===== src/rtl/param_enc_pkg.sv =====
// Shared helpers for the one-hot-to-binary priority encoder: index search,
// multi-hot detection and the output-register fill state.
package param_enc_pkg;

  // Widest input bus the helper functions accept.
  localparam int MAX_WIDTH = 256;

  typedef enum logic {
    EMPTY = 1'b0,
    FULL  = 1'b1
  } fill_e;

  function automatic int lowest_set_index(input logic [MAX_WIDTH-1:0] vector, input int width);
    int idx;
    idx = 0;
    // Scan downwards so the last hit written is the lowest set bit.
    for (int i = MAX_WIDTH - 1; i >= 0; i--) begin
      if ((i < width) && vector[i]) idx = i;
    end
    return idx;
  endfunction

  function automatic logic is_multi_hot(input logic [MAX_WIDTH-1:0] vector);
    return |(vector & (vector - MAX_WIDTH'(1)));
  endfunction

endpackage


===== src/rtl/param_enc_core.sv =====
// Combinational one-hot-to-binary priority encoder with zero and multi-hot flags.
module param_enc_core
  import param_enc_pkg::*;
#(
  parameter int input_width  = 4,
  parameter int output_width = 2
) (
  input  logic [input_width-1:0]  x,
  output logic [output_width-1:0] idx,
  output logic                    zero,
  output logic                    multi
);

  logic [MAX_WIDTH-1:0] x_ext;

  always_comb begin
    x_ext                    = '0;
    x_ext[input_width-1:0]   = x;
    idx                      = output_width'(lowest_set_index(x_ext, input_width));
    zero                     = (x == '0);
    multi                    = is_multi_hot(x_ext);
  end

endmodule


===== src/rtl/param_enc.sv =====
// Registered priority encoder: valid/ready on both sides, one-entry output
// register and a saturating count of accepted multi-hot words.
module param_enc
  import param_enc_pkg::*;
#(
  parameter int input_width   = 4,
  parameter int output_width  = 2,
  parameter int err_cnt_width = 8
) (
  input  logic                     clk,
  input  logic                     rst_n,
  input  logic [input_width-1:0]   x,
  input  logic                     x_valid,
  output logic                     x_ready,
  output logic [output_width-1:0]  y,
  output logic                     y_zero,
  output logic                     y_multi,
  output logic                     y_valid,
  input  logic                     y_ready,
  input  logic                     err_clr,
  output logic [err_cnt_width-1:0] err_cnt
);

  localparam logic [err_cnt_width-1:0] ERR_CNT_MAX = '1;

  generate
    if ((2 ** output_width) < input_width) begin : g_bad_output_width
      $fatal(1, "param_enc: output_width too small to index input_width bits");
    end
    if (input_width > MAX_WIDTH) begin : g_bad_input_width
      $fatal(1, "param_enc: input_width exceeds helper function range");
    end
  endgenerate

  fill_e                    state_reg;
  logic [output_width-1:0]  y_reg;
  logic                     zero_reg;
  logic                     multi_reg;
  logic [err_cnt_width-1:0] err_cnt_reg;

  logic [output_width-1:0]  core_idx;
  logic                     core_zero;
  logic                     core_multi;
  logic                     accept;
  logic                     drain;

  param_enc_core #(
    .input_width (input_width),
    .output_width(output_width)
  ) u_core (
    .x    (x),
    .idx  (core_idx),
    .zero (core_zero),
    .multi(core_multi)
  );

  assign y_valid = (state_reg == FULL);
  assign x_ready = !y_valid || y_ready;
  assign accept  = x_valid && x_ready;
  assign drain   = y_valid && y_ready;

  always_ff @(posedge clk or negedge rst_n) begin
    if (!rst_n) begin
      state_reg <= EMPTY;
      y_reg     <= '0;
      zero_reg  <= 1'b0;
      multi_reg <= 1'b0;
    end else if (accept) begin
      state_reg <= FULL;
      y_reg     <= core_idx;
      zero_reg  <= core_zero;
      multi_reg <= core_multi;
    end else if (drain) begin
      state_reg <= EMPTY;
    end
  end

  // Clear takes priority; an increment in the same cycle is dropped.
  always_ff @(posedge clk or negedge rst_n) begin
    if (!rst_n) begin
      err_cnt_reg <= '0;
    end else if (err_clr) begin
      err_cnt_reg <= '0;
    end else if (accept && core_multi && (err_cnt_reg != ERR_CNT_MAX)) begin
      err_cnt_reg <= err_cnt_reg + 1'b1;
    end
  end

  assign y       = y_reg;
  assign y_zero  = zero_reg;
  assign y_multi = multi_reg;
  assign err_cnt = err_cnt_reg;

endmodule


===== config.mk =====
export PLATFORM = sky130hd
export DESIGN_NAME = param_enc
export DESIGN_NICKNAME = d
export VERILOG_FILES = /design/src/rtl/param_enc_pkg.sv /design/src/rtl/param_enc_core.sv /design/src/rtl/param_enc.sv
export SDC_FILE = /design/constraint.sdc
export NUM_CORES = 1
export LEC_CHECK = 0
export CAP_MARGIN = 0
export CORE_MARGIN = 2
export CORE_UTILIZATION = 40
export DETAILED_ROUTE_END_ITERATION = 10
export PLACE_DENSITY = 0.74
export SLEW_MARGIN = 20
export SYNTH_ARGS = -nofsm -noshare
export SYNTH_HDL_FRONTEND = slang
export SYNTH_SLANG_ARGS = --single-unit

===== constraint.sdc =====
create_clock -name clk -period 1.6 [get_ports clk]
set_input_delay 0.16 -clock clk [delete_from_list [all_inputs] [get_ports clk]]
set_output_delay 0.16 -clock clk [all_outputs]
set_load 0.05 [all_outputs]

# [Word-level counts from Yosys, hierarchy flattened]
# Cells that the tools add are included.
[op_classes] addsub=2 eq_ne=1 n_mux=8 bitwise_logic=1 reduce_logical=10
[op_table] operator="AND 4 x 256 -> 256 bit" count=1
[op_table] operator="OR reduction 256 bit" count=1
[op_table] operator="2-to-1 mux 8 bit" count=2
[op_table] operator="adder 8 x 1 -> 8 bit, second input constant" count=1
[op_table] operator="2-to-1 mux 2 bit" count=4
[op_table] operator="!= test 8 bit, second input constant" count=1
[op_table] operator="subtractor 4 x 1 -> 5 bit, second input constant" count=1
[op_table] operator="logical AND 1 bit" count=4
[op_table] operator="zero test 4 bit" count=1
[op_table] operator="nonzero test 2 bit" count=2
[op_table] operator="2-to-1 mux 1 bit" count=2
[op_table] operator="zero test 1 bit" count=1
[op_table] operator="logical OR 1 bit" count=1
[word_totals] regBits=13 word_cells=27

# [Longest topological paths before layout]
# Gate-level depths: netlist (run 1).
[depth] word_depth=7 depth_mapped=5 mapped_depth_nobuf=5

# [Modules after synthesis]
# A second synthesis (run 1) with hierarchy kept.
[hier_totals] hier_cells=74 area_unflattened_um2=714.4
[by_module_without_submodules] mod="param_enc" n_inst=1 cells_each=65 area_each_um2=661.9
[by_module_without_submodules] mod="param_enc_core" n_inst=1 cells_each=9 area_each_um2=52.6

# [Worst setup path after synthesis (run 1)]
# No wires, ideal clock.
[synth_path] path_kind="flip-flop to flip-flop" start="register state_reg, in the netlist y_valid" end="register err_cnt_reg[6], in the netlist err_cnt[6]" setup_time_ns=0.094 t_arrival_ns=2.001 path_slack_ns=-0.495 stages_incl_launch_ff=5 cell_sequence="dfrtp_1 -> nand2b_1 -> nand2_1 -> or4_4 -> a221oi_2"
[synth_via] elab_chain_cells=6
[synth_rtl] element="from (decl)" line="param_enc.sv:35" source="fill_e state_reg;"
[synth_rtl] element="from (signal assigned)" line="param_enc.sv:64" source="state_reg <= EMPTY;"
[synth_rtl] element="from (signal assigned)" line="param_enc.sv:69" source="state_reg <= FULL;"
[synth_rtl] element="from (signal assigned)" line="param_enc.sv:74" source="state_reg <= EMPTY;"
[synth_rtl] element="zero test 1 bit" line="param_enc.sv:58" source="assign x_ready = !y_valid || y_ready;"
[synth_rtl] element="logical OR 1 bit" line="param_enc.sv:58"
[synth_rtl] element="named net x_ready" line="param_enc.sv:14" source="output logic x_ready,"
[synth_rtl] element="logical AND 1 bit" line="param_enc.sv:59" source="assign accept = x_valid && x_ready;"
[synth_rtl] element="logical AND 1 bit (2 in a row)" line="param_enc.sv:84" source="end else if (accept && core_multi && (err_cnt_reg != ERR_CNT_MAX)) begin"
[synth_rtl] element="nonzero test 2 bit (no source line)"
[synth_rtl] element="to (signal assigned)" line="param_enc.sv:85" source="err_cnt_reg <= err_cnt_reg + 1'b1;"
[synth_rtl] element="to (decl)" line="param_enc.sv:39" source="logic [err_cnt_width-1:0] err_cnt_reg;"
# The timed path passes the listed nets, and every way through them passes these cells.
# A chain may end at the register's enable or synchronous reset.

# [Worst setup path in the final report (run 1)]
[layout_path] start="register err_cnt_reg[1], in the netlist err_cnt[1]" end="register err_cnt_reg[7], in the netlist err_cnt[7]"
[layout_via] elab_chain_cells=3 elab_cells_between_ends=6 classes_between="add/sub: 1; eq/ne: 1; mux: 2; reduce/logical: 2"
[layout_rtl] element="adder 8 x 1 -> 8 bit or != test 8 bit (tied branches)" line="param_enc.sv:85, param_enc.sv:84"
[layout_rtl] element="2-to-1 mux 8 bit or logical AND 1 bit (tied branches)" line="param_enc.sv:84"
[layout_rtl] element="2-to-1 mux 8 bit or nonzero test 2 bit (tied branches)"
# Several ways; a longest one is shown, not always the timed one. The select of a mux whose other input is x is not followed.

==> impl_metrics.csv, run 1 <==
group,metric,value,unit
place,gp_congestion,0.841,
power,pwr-share-seq,45.4,%
cells_and_area,largest_reg_flops,8,
synth,synth_seq_area_share,44.0,%
place,io_buffers,22,
clock_tree,cts_root_buf,"clkbuf_4",
floorplanning,row_count,15,
global_route,first_global_vias,714,
floorplanning,ios,23,
place,dp_cells,133,
global_route,antenna_found_initial,0,
worst_setup_path,crit_path_max_fanout,6,
global_route,grt_max_degree,14,
power,combinationalPowerShare,27.3,%
drt,via_per_inst,5.36,
clock_tree,cts.sinks,13,
sta,timing_hold_violations_final,0,
clock_tree,ctsHtreeMaxLevel,1,
power,p_int,525,uW
cells_and_area,instances_no_fill,137,
global_route,grtUsageTotal,21.7,%
run,drv_cap,0,
cells_and_area,n_antenna_cell,0,
drt,routed_wl,1990,um
drt,vias,735,
clock_tree,insertion_delay,280,ps
synth,netlist_area,739,um2
worst_setup_path,crit_path_end_kind,"register",
worst_setup_path,r2r_cells,5,
power,leakage,0.517,nW
floorplanning,fp.dieArea,2210,um2
power,p_sw_share,32.9,%
power,power_density,677,nW/um2
sta,worst_pin_slew,432,ps
synth,ys_ff_latch,13,
place,pre_cts_ws,-338,ps
synth,syn_nets,87,
clock_tree,cts_made_buffers,3,
worst_setup_path,r2r-start,"err_cnt[1]",
worst_setup_path,path_class,"register to register",
power,vdd_ir_drop_max,0.600,mV
sta,finalSetupViolations,0,
drt,route.detailed.wl_per_inst,14.5,um
sta,clock_skew,0.480,ps
power,total_power,782,uW
cells_and_area,drive_gt1_share,50.0,%
place,hpwlAfterDp,1430,um
worst_setup_path,rr_endpoint,"err_cnt[7]",
drt,drc_errors,0,
drt,drt_iter0_markers,13,
floorplanning,die_height,47.0,um
worst_setup_path,crit_required,1770,ps
sta,period_share,97.7,%
cells_and_area,fill_cells,141,
sta,post-route-min-period,1560,ps
synth,syn_area_per_cell,9.60,um2
drt,drt_first_pass_iters,4,
run_status,status,"complete, no violations",
floorplanning,core_area,1730,um2
sta,slew_headroom,71.1,%
floorplanning,fp.dieW,47.0,um
worst_setup_path,arrival,1740,ps
clock_tree,clkTransAtPathRegs,80,ps
clock_tree,cts_tree,"done",
synth,synthCells,77,
synth,yosys_warnings,0,
power,power.switching,257,uW
sta,timing.final.max_slew_violations,0,
clock_tree,cts_max_path_buffers,2,
worst_setup_path,r2r_slack,40,ps
synth,synth_cell_types,29,
global_route,grt_overflow_total,0,
min_path,hp-class,"input pin to async pin",
sta,rsz0062_at_grt,"no",
worst_setup_path,startpoint_type,"register",
floorplanning,initial_core_util,42.8,%
sta,fmax,640,MHz
cells_and_area,postLayoutCoreUtil,66.9,%
cells_and_area,area_growth,56.2,%
sta,fin_ws,37.4,ps
cells_and_area,nNetsFinal,123,
drt,antenna_left,0,
power,pwr-share-clk,27.3,%
sta,fin_setup_tns,0,ps
global_route,grt_pass1_wl,3220,um
-- worst max-delay path by stage --
| stage | slack (ps) | end | startpoint | cells after the start |
|---|---|---|---|---|
| after floorplan | -30 | err_cnt[3] | err_cnt[1] | 5 |
| after global placement | -280 | err_cnt[6] | x[3] | 5 |
| after detailed placement | -340 | err_cnt[6] | x[3] | 5 |
| after CTS | 0.06 | err_cnt[3] | err_cnt[1] | 5 |
| after global routing | 10 | err_cnt[7] | err_cnt[0] | 5 |
| final | 40 | err_cnt[7] | err_cnt[1] | 5 |
-- layout make-up --
cell class,count,area [um2],share of cell area [%]
sequential,13,337,29.1
timing repair buffer,34,288,24.9
multi-input combinational,57,458,39.7
clock buffer,4,26.3,2.28
tap,25,31.3,2.71
inverter,4,15.0,1.30
-- layer usage --
metal	track usage, %	vias up	wire length, um
met5	0	-	0
li1	-	346	-
met2	33.7	26	1000
met3	6.92	6	94
met1	26.1	357	856
met4	13.3	0	34
-- layout by cell type (no fill, tap or decap), types with 2 or more instances in the layout --
master           netlist  final
buf_4                  1     25
nor2_1                10     10
dfrtp_2                0      9
nand2_1                7      5
clkdlybuf4s50_1        0      5
inv_1                  4      4
mux2_2                 4      4
dfrtp_1               13      4
nor2b_1                3      3
a21oi_1                3      3
nand2b_1               4      3
clkbuf_4               0      3
nand2_4                0      2
o41ai_1                2      2
or4_1                  2      2
o31ai_1                2      2
nor4_1                 3      2
nor4b_2                0      2
o21ai_0                2      2
dlygate4sd2_1          0      2
-- critical path, cell delays in order (launching register included) --
cell and delay, ps:
dfrtp_2 430, ha_4 170, nand2_4 100, nor3_4 80, nor4b_2 310, mux2_2 370
-- metrics by stage --
stage	cell area (um2)	hold slack [ps]
detailed placement	1100	448
floorplan	805	-136
global placement	1100	441
global route	1150	141
finish	1150	136
CTS	1140	140
-- synthesized netlist by cell type (all sizes together) --
cell type / instances / share of area [%]
a21o: 1 / 1.0
nand3: 2 / 1.4
nand2b: 4 / 3.4
dfrtp: 13 / 44
mux2i: 1 / 1.4
buf: 3 / 3.2
ha: 1 / 1.7
o41ai: 2 / 2.4
nand2: 7 / 3.6
nor4: 3 / 2.5
nand4: 1 / 0.85
nor4b: 2 / 2.4
nor2: 10 / 5.1
nor3: 2 / 2.0
o31ai: 2 / 2.0
o21ai: 3 / 2.5
or3: 1 / 1.0
a221oi: 1 / 2.0
nor2b: 3 / 2.5
maj3: 1 / 1.4
inv: 4 / 2.0
mux2: 4 / 6.1
a21oi: 3 / 2.0
or4: 3 / 3.6
-- kinds of logic (layout without fill, tap and decap cells) --
group	after synthesis	in the layout	synth area share (%)
simple gates	38	38	28.3
compound gates	12	12	12.0
mux	5	5	7.44
flops	13	13	44.0
buf+inv	7	42	5.24
fa+ha+maj	2	2	3.05
-- what timing repair did --
item	4_1_cts	5_1_grt
gates resized for setup	5	3
endpoints found under the setup margin	3	4
pin swaps	1	3
buffers inserted	0	0
hold buffers	0	0
endpoints found under the hold margin	0	0
-- power by group through the flow --
stage | Combinational, mW | Clock, mW | Sequential [mW]
2_1_floorplan | 0.0638 | 0 | 0.416
3_3_place_gp | 0.205 | 0 | 0.360
3_5_place_dp | 0.209 | 0 | 0.361
4_1_cts | 0.212 | 0.217 | 0.355
5_1_grt | 0.226 | 0.240 | 0.358
6_report | 0.214 | 0.214 | 0.355
Power figures use the tool's default switching activity.
==> run 2: changes to the inputs <==
--- a/config.mk
+++ b/config.mk
@@ -8,6 +8,7 @@
 export CAP_MARGIN = 0
 export CORE_MARGIN = 2
 export CORE_UTILIZATION = 40
+export CTS_CLUSTER_DIAMETER = 150
 export DETAILED_ROUTE_END_ITERATION = 10
 export PLACE_DENSITY = 0.74
 export SLEW_MARGIN = 20
==> results of run 2 <==
The final DEF is identical to that of run 1; final timing and power are the same.
==> run 3: changes to the inputs <==
--- a/config.mk
+++ b/config.mk
@@ -8,6 +8,7 @@
 export CAP_MARGIN = 0
 export CORE_MARGIN = 2
 export CORE_UTILIZATION = 40
+export CTS_BUF_LIST = sky130_fd_sc_hd__clkbuf_4 sky130_fd_sc_hd__clkbuf_8 sky130_fd_sc_hd__clkbuf_16
 export CTS_CLUSTER_DIAMETER = 150
 export DETAILED_ROUTE_END_ITERATION = 10
 export PLACE_DENSITY = 0.74
==> impl_metrics.csv, run 3 (synthesis gave the netlist of run 1 again) <==
group,metric,value,unit
floorplanning,row_count,15,
run,drv_cap,0,
clock_tree,ctsHtreeMaxLevel,1,
worst_setup_path,cp_cell_sequence,"buf_4 -> nand3_1 -> nor2_1 -> nor4b_2 -> mux2_2",
place,io_buffers,22,
drt,top_layer,"met4",
drt,vias,753,
global_route,first_global_vias,715,
place,hpwlAfterDp,1430,um
power,combinationalPowerShare,26.7,%
worst_setup_path,r2r_slack,60,ps
power,pwr-share-clk,28.6,%
place,post_dp_cell_area,1100,um2
power,vdd_ir_drop_max,0.596,mV
worst_setup_path,r2r-start,"err_cnt[0]",
sta,slew_headroom,70.7,%
drt,drt_first_pass_iters,4,
cells_and_area,final_common_cell,"buf_4",
power,power.switching,251,uW
power,leakage,0.520,nW
cells_and_area,largest_reg_flops,8,
worst_setup_path,startpoint_type,"register",
cells_and_area,finalInstanceArea,1140,um2
worst_setup_path,rr_endpoint,"err_cnt[7]",
sta,worst_pin_slew,438,ps
cells_and_area,area_growth,54.8,%
worst_setup_path,crit_path_max_fanout,4,
clock_tree,cts_max_path_buffers,2,
drt,antenna_left,0,
min_path,hp-class,"input pin to async pin",
cells_and_area,nNetsFinal,123,
run_status,status,"complete, no violations",
floorplanning,core_area,1730,um2
drt,wl_met2,983,um
clock_tree,cts_root_buf,"clkbuf_4",
worst_setup_path,r2r_cells,5,
floorplanning,initial_core_util,42.8,%
sta,rsz0062_at_grt,"yes",
worst_setup_path,crit_path_end_kind,"register",
clock_tree,cts_made_buffers,3,
sta,period_share,96.4,%
worst_setup_path,critPathMaxStageDelay,380,ps
drt,routed_wl,1980,um
drt,wl_met1,849,um
worst_setup_path,arrival,1710,ps
place,dp_cells,133,
drt,via_per_inst,5.50,
clock_tree,insertion_delay,280,ps
global_route,antenna_found_initial,0,
power,pwr-share-seq,44.8,%
sta,timing.final.max_slew_violations,0,
floorplanning,fp.dieW,47.0,um
sta,timing_hold_violations_final,0,
sta,post-route-min-period,1540,ps
clock_tree,cts.sinks,13,
cells_and_area,n_antenna_cell,0,
sta,finalSetupViolations,0,
drt,route.detailed.wl_per_inst,14.5,um
sta,clock_skew,1.26,ps
clock_tree,cts_tree,"done",
cells_and_area,drive_gt1_share,50.0,%
clock_tree,clkTransAtPathRegs,80,ps
power,power_density,692,nW/um2
worst_setup_path,critical_path.slowest_cell,"dfrtp_2",
cells_and_area,final_cell_mix,"buf_4 (25), nor2_1 (10), dfrtp_2 (9), nand2_1 (5), clkdlybuf4s50_1 (5)",
drt,wl_met3,104,um
drt,drt_iter0_markers,31,
floorplanning,ios,23,
sta,fin_ws,57.0,ps
place,gp_congestion,0.841,
global_route,grtUsageTotal,21.7,%
cells_and_area,instances_no_fill,137,
worst_setup_path,crit_required,1770,ps
drt,drc_errors,0,
place,pre_cts_ws,-338,ps
global_route,grt_max_degree,14,
worst_setup_path,path_class,"register to register",
cells_and_area,postLayoutCoreUtil,66.3,%
floorplanning,die_height,47.0,um
global_route,grt_overflow_total,0,
clock_tree,post_cts_buffers,0,
power,p_sw_share,31.7,%
sta,fmax,648,MHz
global_route,grt_pass1_wl,3220,um
floorplanning,fp.dieArea,2210,um2
power,p_int,541,uW
worst_setup_path,critical_path.startpoint,"err_cnt[0]",
run 3: how the worst max path moves through the flow:
stage	to	cells after the start
floorplan	err_cnt[3]	5
global placement	err_cnt[6]	5
CTS	err_cnt[6]	5
finish	err_cnt[7]	5
detailed placement	err_cnt[6]	5
global route	err_cnt[3]	4
run 3: area by class of cell:
type	instances	area, um2
clock buffer	4	30.0
fill	141	582
inverter	4	15.0
multi-input combinational	57	444
sequential	13	337
tap	25	31.3
timing repair buffer	34	288
run 3: what timing repair did:
item,in CTS,in global routing
gates cloned,0,0
gates resized for setup,5,1
setup endpoints to repair,3,5
hold buffers,0,0
pin swaps,2,1
run 3: power by group through the flow:
| stage | clock network (mW) | registers, mW | logic, mW |
|---|---|---|---|
| finish | 0.226 | 0.355 | 0.211 |
| global route | 0.257 | 0.358 | 0.224 |
| CTS | 0.234 | 0.355 | 0.212 |
| detailed placement | 0 | 0.361 | 0.209 |
| global placement | 0 | 0.360 | 0.205 |
| floorplan | 0 | 0.416 | 0.0638 |
run 3: per-stage QoR:
step | TNS, ps | total power, mW | hold slack (ps)
2_1_floorplan | -62.3 | 0.480 | -136
3_5_place_dp | -2250 | 0.570 | 448
6_report | 0 | 0.792 | 137
4_1_cts | 0 | 0.802 | 140
3_3_place_gp | -1850 | 0.565 | 441
5_1_grt | -12.3 | 0.838 | 142
run 3: metal layers:
layer  vias up  GRT usage [%]
li1        347              -
met1       358           26.1
met2        40           33.7
met3         8           6.92
met4         0           13.3
met5         -              0
run 3: critical path: cells and delay by family, from the launching register on:
| family | cells | cell delay [ps] |
|---|---|---|
| simple gates | 3 | 560 |
| mux | 1 | 360 |
| flops | 1 | 380 |
| buf+inv | 1 | 130 |
